[src/rtl/reg_bank_8x16_pkg.sv]
// Shared definitions for the 8x16 writeback register bank.
package reg_bank_8x16_pkg;

  localparam int REG_COUNT      = 8;
  localparam int REG_IDX_W      = 3;
  localparam int DATA_W_DEFAULT = 16;
  localparam int ERR_CNT_W      = 4;
  localparam logic [ERR_CNT_W-1:0] ERR_CNT_MAX = 4'd15;

  // Encode a one-hot strobe into a register index.
  // The result is meaningful only when exactly one bit is set.
  function automatic logic [REG_IDX_W-1:0] onehot_idx(input logic [REG_COUNT-1:0] vec);
    logic [REG_IDX_W-1:0] idx;
    idx = '0;
    for (int i = 0; i < REG_COUNT; i++) begin
      if (vec[i]) idx = idx | REG_IDX_W'(i);
    end
    return idx;
  endfunction

endpackage

[src/rtl/reg_bank_8x16_onehot_chk.sv]
// Strobe legality check: classifies a decoder output as empty, one-hot,
// or carrying more than one set bit. Shared by every decoder consumer.
module onehot_chk
  import reg_bank_8x16_pkg::*;
(
  input  logic [REG_COUNT-1:0] vec,
  output logic                 none,
  output logic                 one,
  output logic                 multi
);

  // Clearing the lowest set bit leaves zero only for a power of two.
  always_comb begin
    none  = (vec == '0);
    one   = !none && ((vec & (vec - 1'b1)) == '0);
    multi = !none && !one;
  end

endmodule

[src/rtl/reg_bank_8x16.sv]
// Eight-entry general-purpose register bank on the writeback path.
// One write port driven by a one-hot decoder strobe, two asynchronous read
// ports, and illegal-strobe monitoring (sticky flag + saturating count).
// Optional feature: define REG_BANK_BYPASS_EN for write-first forwarding
// of an in-flight legal write onto the read ports.
module reg_bank_8x16
  import reg_bank_8x16_pkg::*;
#(
  parameter int DATA_W  = DATA_W_DEFAULT,
  parameter bit R0_ZERO = 1'b1
) (
  input  logic                 clk,
  input  logic                 rst_n,
  input  logic [REG_COUNT-1:0] wr_sel,
  input  logic [DATA_W-1:0]    wr_data,
  input  logic [REG_IDX_W-1:0] rd_addr_a,
  input  logic [REG_IDX_W-1:0] rd_addr_b,
  output logic [DATA_W-1:0]    rd_data_a,
  output logic [DATA_W-1:0]    rd_data_b,
  input  logic                 clr_err,
  output logic                 sel_err,
  output logic [ERR_CNT_W-1:0] err_cnt
);

  logic [DATA_W-1:0]    regs [REG_COUNT];
  logic                 strobe_none;
  logic                 strobe_one;
  logic                 strobe_multi;
  logic [REG_IDX_W-1:0] wr_idx;
  logic                 wr_en;

  onehot_chk u_onehot_chk (
    .vec   (wr_sel),
    .none  (strobe_none),
    .one   (strobe_one),
    .multi (strobe_multi)
  );

  // Decode the strobe into a single write enable; writes to a hardwired
  // register 0 are dropped silently and are not errors.
  always_comb begin
    wr_idx = onehot_idx(wr_sel);
    wr_en  = !strobe_none && strobe_one && !(R0_ZERO && (wr_idx == '0));
  end

  // Register array: only a legal one-hot strobe writes, exactly one entry.
  // NOTE: the array is cleared by async reset because downstream reads
  // must see 0 immediately after rst_n; this is affordable at 8 entries.
  always_ff @(posedge clk or negedge rst_n) begin
    if (!rst_n) begin
      for (int i = 0; i < REG_COUNT; i++) regs[i] <= '0;
    end else begin
      for (int i = 0; i < REG_COUNT; i++) begin
        if (wr_en && (wr_idx == REG_IDX_W'(i))) regs[i] <= wr_data;
      end
    end
  end

  // Error monitor: clear wins over a simultaneous illegal strobe; the count
  // saturates instead of wrapping so a long burst is never mistaken for few.
  // NOTE: state updates use <= so every flop samples pre-edge values.
  always_ff @(posedge clk or negedge rst_n) begin
    if (!rst_n) begin
      sel_err <= 1'b0;
      err_cnt <= '0;
    end else if (clr_err) begin
      sel_err <= 1'b0;
      err_cnt <= '0;
    end else if (strobe_multi) begin
      sel_err <= 1'b1;
      if (err_cnt != ERR_CNT_MAX) err_cnt <= err_cnt + 1'b1;
    end
  end

  // Asynchronous read ports, with optional forwarding and register-0 masking.
  // NOTE: each output gets a default first so no path infers a latch.
  always_comb begin
    rd_data_a = regs[rd_addr_a];
    rd_data_b = regs[rd_addr_b];
`ifdef REG_BANK_BYPASS_EN
    if (wr_en && (wr_idx == rd_addr_a)) rd_data_a = wr_data;
    if (wr_en && (wr_idx == rd_addr_b)) rd_data_b = wr_data;
`else
    // Same-cycle reads return the pre-write contents.
`endif
    if (R0_ZERO && (rd_addr_a == '0)) rd_data_a = '0;
    if (R0_ZERO && (rd_addr_b == '0)) rd_data_b = '0;
  end

endmodule
[config.mk]
export PLATFORM = sky130hd
export DESIGN_NAME = reg_bank_8x16
export DESIGN_NICKNAME = d
export VERILOG_FILES = /design/src/rtl/reg_bank_8x16_pkg.sv /design/src/rtl/reg_bank_8x16_onehot_chk.sv /design/src/rtl/reg_bank_8x16.sv
export SDC_FILE = /design/constraint.sdc
export NUM_CORES = 1
export LEC_CHECK = 0
export ABC_AREA = 0
export CAP_MARGIN = 10
export CORE_UTILIZATION = 30
export CTS_CLUSTER_DIAMETER = 60
export DETAILED_ROUTE_END_ITERATION = 10
export GPL_TIMING_DRIVEN = 0
export PLACE_DENSITY = 0.54
export SETUP_SLACK_MARGIN = 0.02
export SLEW_MARGIN = 20
export SYNTH_ARGS = -nofsm -noshare
export SYNTH_HDL_FRONTEND = slang
export SYNTH_SLANG_ARGS = --single-unit
[constraint.sdc]
create_clock -name clk -period 1.6 [get_ports clk]
set_input_delay 0.16 -clock clk [delete_from_list [all_inputs] [get_ports clk]]
set_output_delay 0.16 -clock clk [all_outputs]
set_load 0.01 [all_outputs]
# ---- Word-level counts from Yosys, hierarchy flattened
# Index checks and enable logic that the tools add are counted.
dict set report totals {
  reg_bits 133
  input_bits 33
  output_inout_bits 37
  elab_cells 68
}
dict set report classes {
  mux 20
  n_lt_le_gt_ge 2
  n_addsub 2
  eq_ne 8
  bitwise 3
  reduce_logical 23
}
# operator count
set op_table {}
lappend op_table {{$bmux 16 s3} 2}
lappend op_table {{$mux 16} 6}
lappend op_table {{$logic_not 8->1} 2}
lappend op_table {{$eq 3x3->1 const B} 4}
lappend op_table {{$logic_and 1x1->1} 12}
lappend op_table {{$mux 3} 4}
lappend op_table {{$mux 4} 3}
lappend op_table {{$logic_not 3->1} 3}
lappend op_table {{$and 8x8->8} 1}
lappend op_table {{$ge 4x4->1 const B} 2}
lappend op_table {{$not 3->4} 2}
lappend op_table {{$sub 8x1->8 const B} 1}
lappend op_table {{$eq 3x2->1 const B} 2}
lappend op_table {{$add 4x1->4 const B} 1}
lappend op_table {{$mux 2} 2}
lappend op_table {{$ne 4x4->1 const B} 1}
lappend op_table {{$reduce_bool 2->1} 2}
lappend op_table {{$eq 3x1->1 const B} 1}
lappend op_table {{$logic_not 1->1} 3}
lappend op_table {{$mux 1} 3}
lappend op_table {{$reduce_and 2->1} 1}

# ---- Longest topological paths before layout
dict set report logic_depth {
  word_depth 11
  depth_mapped 7
  depth_no_buf 5
}

# ---- Modules after synthesis
# Synthesis repeated with hierarchy kept, for this count alone.
dict set report unflattened {
  cells_unflattened 479
  area_unflattened_um2 6346.1
}
# mod n_inst cells_per_inst seq_area_each_um2 area_each_um2
set by_module_without_submodules {}
lappend by_module_without_submodules {reg_bank_8x16 1 462 2927.8 6212.2}
lappend by_module_without_submodules {onehot_chk 1 17 0.0 133.9}

# ---- Worst setup path after synthesis
# Ideal clock, no wire load.
dict set report synth_path {
  path_type {input to register}
  from {in wr_sel[1]}
  to {reg err_cnt[2]}
  stages 6
  arrival_time_ns 1.839
  setup_slack_ns -0.366
  cell_sequence {buf_6 > or4_4 > buf_6 > maj3_2 > o311ai_2 > mux2_1}
}
dict set report synth_via {
  elab_chain_cells 8
}
# element line_no
set synth_lines {}
lappend synth_lines {{start, declared} reg_bank_8x16.sv:14} ;# input logic [REG_COUNT-1:0] wr_sel,
lappend synth_lines {{$sub 8x1->8} reg_bank_8x16_onehot_chk.sv:15} ;# one = !none && ((vec & (vec - 1'b1)) == '0);
lappend synth_lines {{$and 8x8->8} reg_bank_8x16_onehot_chk.sv:15}
lappend synth_lines {{$logic_not 8->1} reg_bank_8x16_onehot_chk.sv:15}
lappend synth_lines {{$logic_and 1x1->1} reg_bank_8x16_onehot_chk.sv:15}
lappend synth_lines {{$logic_not 1->1} reg_bank_8x16_onehot_chk.sv:16} ;# multi = !none && !one;
lappend synth_lines {{$logic_and 1x1->1 (*)} reg_bank_8x16_onehot_chk.sv:16}
lappend synth_lines {{$reduce_bool 2->1 (no source line) (*)} n/a}
lappend synth_lines {{$reduce_and 2->1 (no source line) (*)} n/a}
lappend synth_lines {{end signal, assigned} reg_bank_8x16.sv:71} ;# if (err_cnt != ERR_CNT_MAX) err_cnt <= err_cnt + 1'b1;
lappend synth_lines {{end, declared} reg_bank_8x16.sv:22} ;# output logic [ERR_CNT_W-1:0] err_cnt
# Mark *: on every way between the ends. The rest lies on a longest branch, timed or not.
# A chain may end at the register's enable or synchronous reset.

# ---- Worst setup path after layout
dict set report layout_path {
  from {reg regs[26] (netlist bit)}
  to {out rd_data_a[10]}
}
dict set report layout_via {
  elab_chain_cells 4
}
# element line_no
set layout_lines {}
lappend layout_lines {{start, declared} reg_bank_8x16.sv:25} ;# logic [DATA_W-1:0] regs [REG_COUNT];
lappend layout_lines {{start signal, assigned by index} reg_bank_8x16.sv:54} ;# if (wr_en && (wr_idx == REG_IDX_W'(i))) regs[i] <= wr_data;
lappend layout_lines {{$bmux 16 s3} reg_bank_8x16.sv:78} ;# rd_data_a = regs[rd_addr_a];
lappend layout_lines {{$mux 16 (not written as such) (2 in series)} reg_bank_8x16.sv:78}
lappend layout_lines {{$mux 16} reg_bank_8x16.sv:86} ;# if (R0_ZERO && (rd_addr_a == '0)) rd_data_a = '0;
lappend layout_lines {{end, declared} reg_bank_8x16.sv:18} ;# output logic [DATA_W-1:0] rd_data_a,
# No other way between the ends. The select of a mux whose other input is x is not followed.

==> results.py <==
metrics = {
    "sta": {
        "worst_slew_pin_slew_ns": 0.500,
        "relSlewSlack": 0.667,
        "rsz0062_at_grt": "true",
        "finalMaxSlewViolations": 0,
        "setup_ws_ns": -0.175,
        "tns_ns": -4.07,
        "fmax_mhz": 564,
        "period_minus_slack_ns": 1.77,
        "skew_ns": 0.000715,
        "setup_viol_count_final": 32,
        "min_period_over_period": 1.11,
        "hold_viol_final": 0,
    },
    "floorplanning": {
        "ios": 70,
        "start_util": 0.307,
        "die_y_um": 149,
        "die-area_mm2": 0.0222,
        "dieWidth_um": 149,
        "rows": 53,
        "core_mm2": 0.0211,
    },
    "power": {
        "p_switching_uw": 2230,
        "finalPower_uw": 9230,
        "p_sw_frac": 0.242,
        "seqPwrFrac": 0.367,
        "clkPwrFrac": 0.473,
        "intPower_uw": 7000,
        "peakVddDrop_v": 0.000815,
        "power_leakage_uw": 0.00400,
        "p_per_area_mw_per_mm2": 1040,
        "combPwrFrac": 0.160,
    },
    "run_status": {
        "failed_checks": "setup timing",
        "status": "finished with violations",
    },
    "route": {
        "drt_iter0_markers": 216,
        "firstDrtPassIters": 4,
        "route.vias.total": 4671,
        "wl_um": 20000,
        "wire_per_inst_um": 22.5,
        "vias_per_cell": 5.27,
        "drc": 0,
        "detail-route-antenna-nets": 0,
    },
    "logic_synthesis": {
        "yosys_warnings": 0,
        "avgSynthCellArea_um2": 13.3,
        "yosys.area.top_type": "dfrtp_1",
        "yosys_most_used_dff": "dfrtp_1",
        "synth_cells": 488,
        "synth_seq_cells": 117,
        "synth_edf_count": 0,
        "synthesis.nets": 522,
        "ys_top_cells_by_count": "135 x mux2_2, 117 x dfrtp_1, 32 x mux4_2, 21 x a21oi_1",
        "synth_top_area_share": 0.452,
        "async_reset_ff_frac": 1.00,
        "syn_area_mm2": 0.00648,
        "synth.area.top_cells": "dfrtp_1 45%, mux2_2 23%, mux4_2 11%",
        "synth-seq-area-share": 0.452,
        "ys_types": 46,
        "synth_most_common_cell": "mux2_2",
    },
    "clock_tree": {
        "cts_made_buffers": 17,
        "cts_buffer_depth": 2,
        "cts-root-buf": "clkbuf_16",
        "cts_sinks": 117,
        "cts.reportedPaths.clkPinSlew_ns": 0.05,
        "cts_tree": "yes",
        "htree_levels": 4,
        "worstSkewPairLatency_ns": 0.41,
    },
    "global_route": {
        "grt_max_degree": 69,
        "grt_overflow": 0,
        "first_global_vias": 5198,
        "antenna_found_initial": 0,
        "grt_pass1_wl_um": 30700,
        "track_usage": 0.189,
    },
    "finish": {
        "synthToLayoutAreaGrowth_pct": 36.7,
        "nets": 634,
        "final_area_mm2": 0.00886,
        "antennaDiodeCount": 0,
        "multi_input_area_mm2": 0.00383,
        "seq_area_mm2": 0.00293,
        "final_cells": 887,
        "drive_gt1_frac": 0.624,
        "fillers": 1968,
    },
    "placed_design": {
        "portBuffers": 63,
        "placed_area_mm2": 0.00762,
        "gp_congestion": 0.769,
        "dp_slack_ns": -1.36,
        "place_hpwl_um": 12600,
        "dpl.cell_count": 827,
    },
    "worst_setup_path": {
        "end_kind": "output port",
        "crit_type": "flip-flop to output port",
        "cp_cell_sequence": "mux4_2 > nand2_1 > o21ai_1 > buf_2",
        "critPathMaxStageDelay_ns": 0.48,
        "required_ns": 1.44,
        "path_max_fanout": 3,
        "cp_slowest_cell": "mux4_2",
        "start_kind": "flip-flop",
        "cp.arrival_ns": 1.61,
    },
    "worst_hold_path": {
        "hp-class": "primary input to flip-flop",
    },
    "flow_run": {
        "drv_cap": 0,
    },
}
-- per-layer routing --
metal / routed length [µm] / GRT usage / vias to the layer above
met3: 1280 / 0.0468 / 22
met4: 336 / 0.0571 / 0
met2: 9820 / 0.310 / 134
met1: 8510 / 0.244 / 2434
li1: - / - / 2081
met5: 0 / 0 / -
-- registers in the layout, summed over array words and instances (netlist names) --
name and count:
err_cnt 4, regs 112, sel_err 1
-- timing repair --
| item | in CTS | in global routing |
|---|---|---|
| endpoints found under the setup margin | 149 | 93 |
| pin swaps | 24 | 16 |
| hold buffers | 1 | 0 |
| gates cloned | 2 | 0 |
| buffers inserted | 15 | 12 |
| gates resized for setup | 259 | 51 |
| endpoints found under the hold margin | 49 | 0 |
-- worst paths after layout --
path | startpoint | endpoint | slack (ns) | cells past startpoint
setup / recovery | regs[26] | rd_data_a[10] | -0.17 | 4
hold / removal | clr_err | sel_err | 0.11 | 2
setup reg to reg | err_cnt[0] | err_cnt[3] | 0.11 | 5
hold reg to reg | regs[17] | regs[17] | 0.53 | 1
max in group asynchronous | rst_n | regs[10] | 0.63 | 3
min in group asynchronous | rst_n | regs[19] | 0.27 | 2
-- layout by cell type, fill, tap and decap left out, types with 3 or more instances in the layout --
cell type / instances
buf_4: 32
clkbuf_2: 9
mux2_4: 39
o21ai_2: 7
buf_6: 11
inv_1: 5
clkbuf_8: 4
nor2_4: 3
clkbuf_4: 6
a221oi_2: 6
o21ai_1: 9
bufinv_16: 6
nand2_2: 7
nand2_1: 14
a221oi_4: 10
and2_1: 3
mux4_2: 32
clkdlybuf4s50_1: 22
a21oi_2: 12
nor2b_1: 3
clkbuf_16: 17
mux2_2: 107
nor2_1: 4
dfrtp_1: 117
buf_2: 38
a22oi_1: 15
inv_2: 11
nor4_4: 3
a21oi_1: 9
-- logic make-up (layout without fill, tap and decap cells) --
kind of cell / after synthesis / count (layout) / share of synthesized area
DFF: 117 / 117 / 0.452
buffers and inverters: 52 / 176 / 0.0361
xor gates and xnor gates: 1 / 1 / 0.00135
AOI/OAI and AO/OA: 82 / 82 / 0.0857
muxes: 180 / 180 / 0.374
and+or+nand+nor: 54 / 54 / 0.0477
adders and majority gates: 2 / 2 / 0.00367
-- power groups by stage --
stage | combinational, µW | clock (µW) | sequential, µW
3_3_place_gp | 1250 | 0 | 3400
5_1_grt | 1590 | 4560 | 3420
2_1_floorplan | 759 | 0 | 3370
3_5_place_dp | 1290 | 0 | 3420
4_1_cts | 1370 | 4430 | 3380
6_report | 1470 | 4370 | 3390
-- area by class of cell --
class | instances | share of cell area
Clock buffer | 22 | 0.0535
Multi-Input combinational cell | 319 | 0.432
Clock inverter | 9 | 0.0223
Timing Repair Buffer | 94 | 0.0833
Inverter | 16 | 0.00678
Tap cell | 275 | 0.0388
Sequential cell | 117 | 0.330
Buffer | 35 | 0.0328
-- critical path, delay by kind of cell (launching register included) --
kind / cells / cell delay [ns]
muxes: 1 / 0.48
DFF: 1 / 0.39
buffers and inverters: 1 / 0.17
AOI/OAI and AO/OA: 1 / 0.09
and+or+nand+nor: 1 / 0.08
-- stage by stage --
stage	hold WS, ns	utilization
detailed placement	0.147	0.362
global route	0.141	0.420
finish	0.107	0.420
floorplan	-0.136	-
global placement	0.501	0.360
CTS	0.111	0.407
Power figures use the tool's default switching activity.
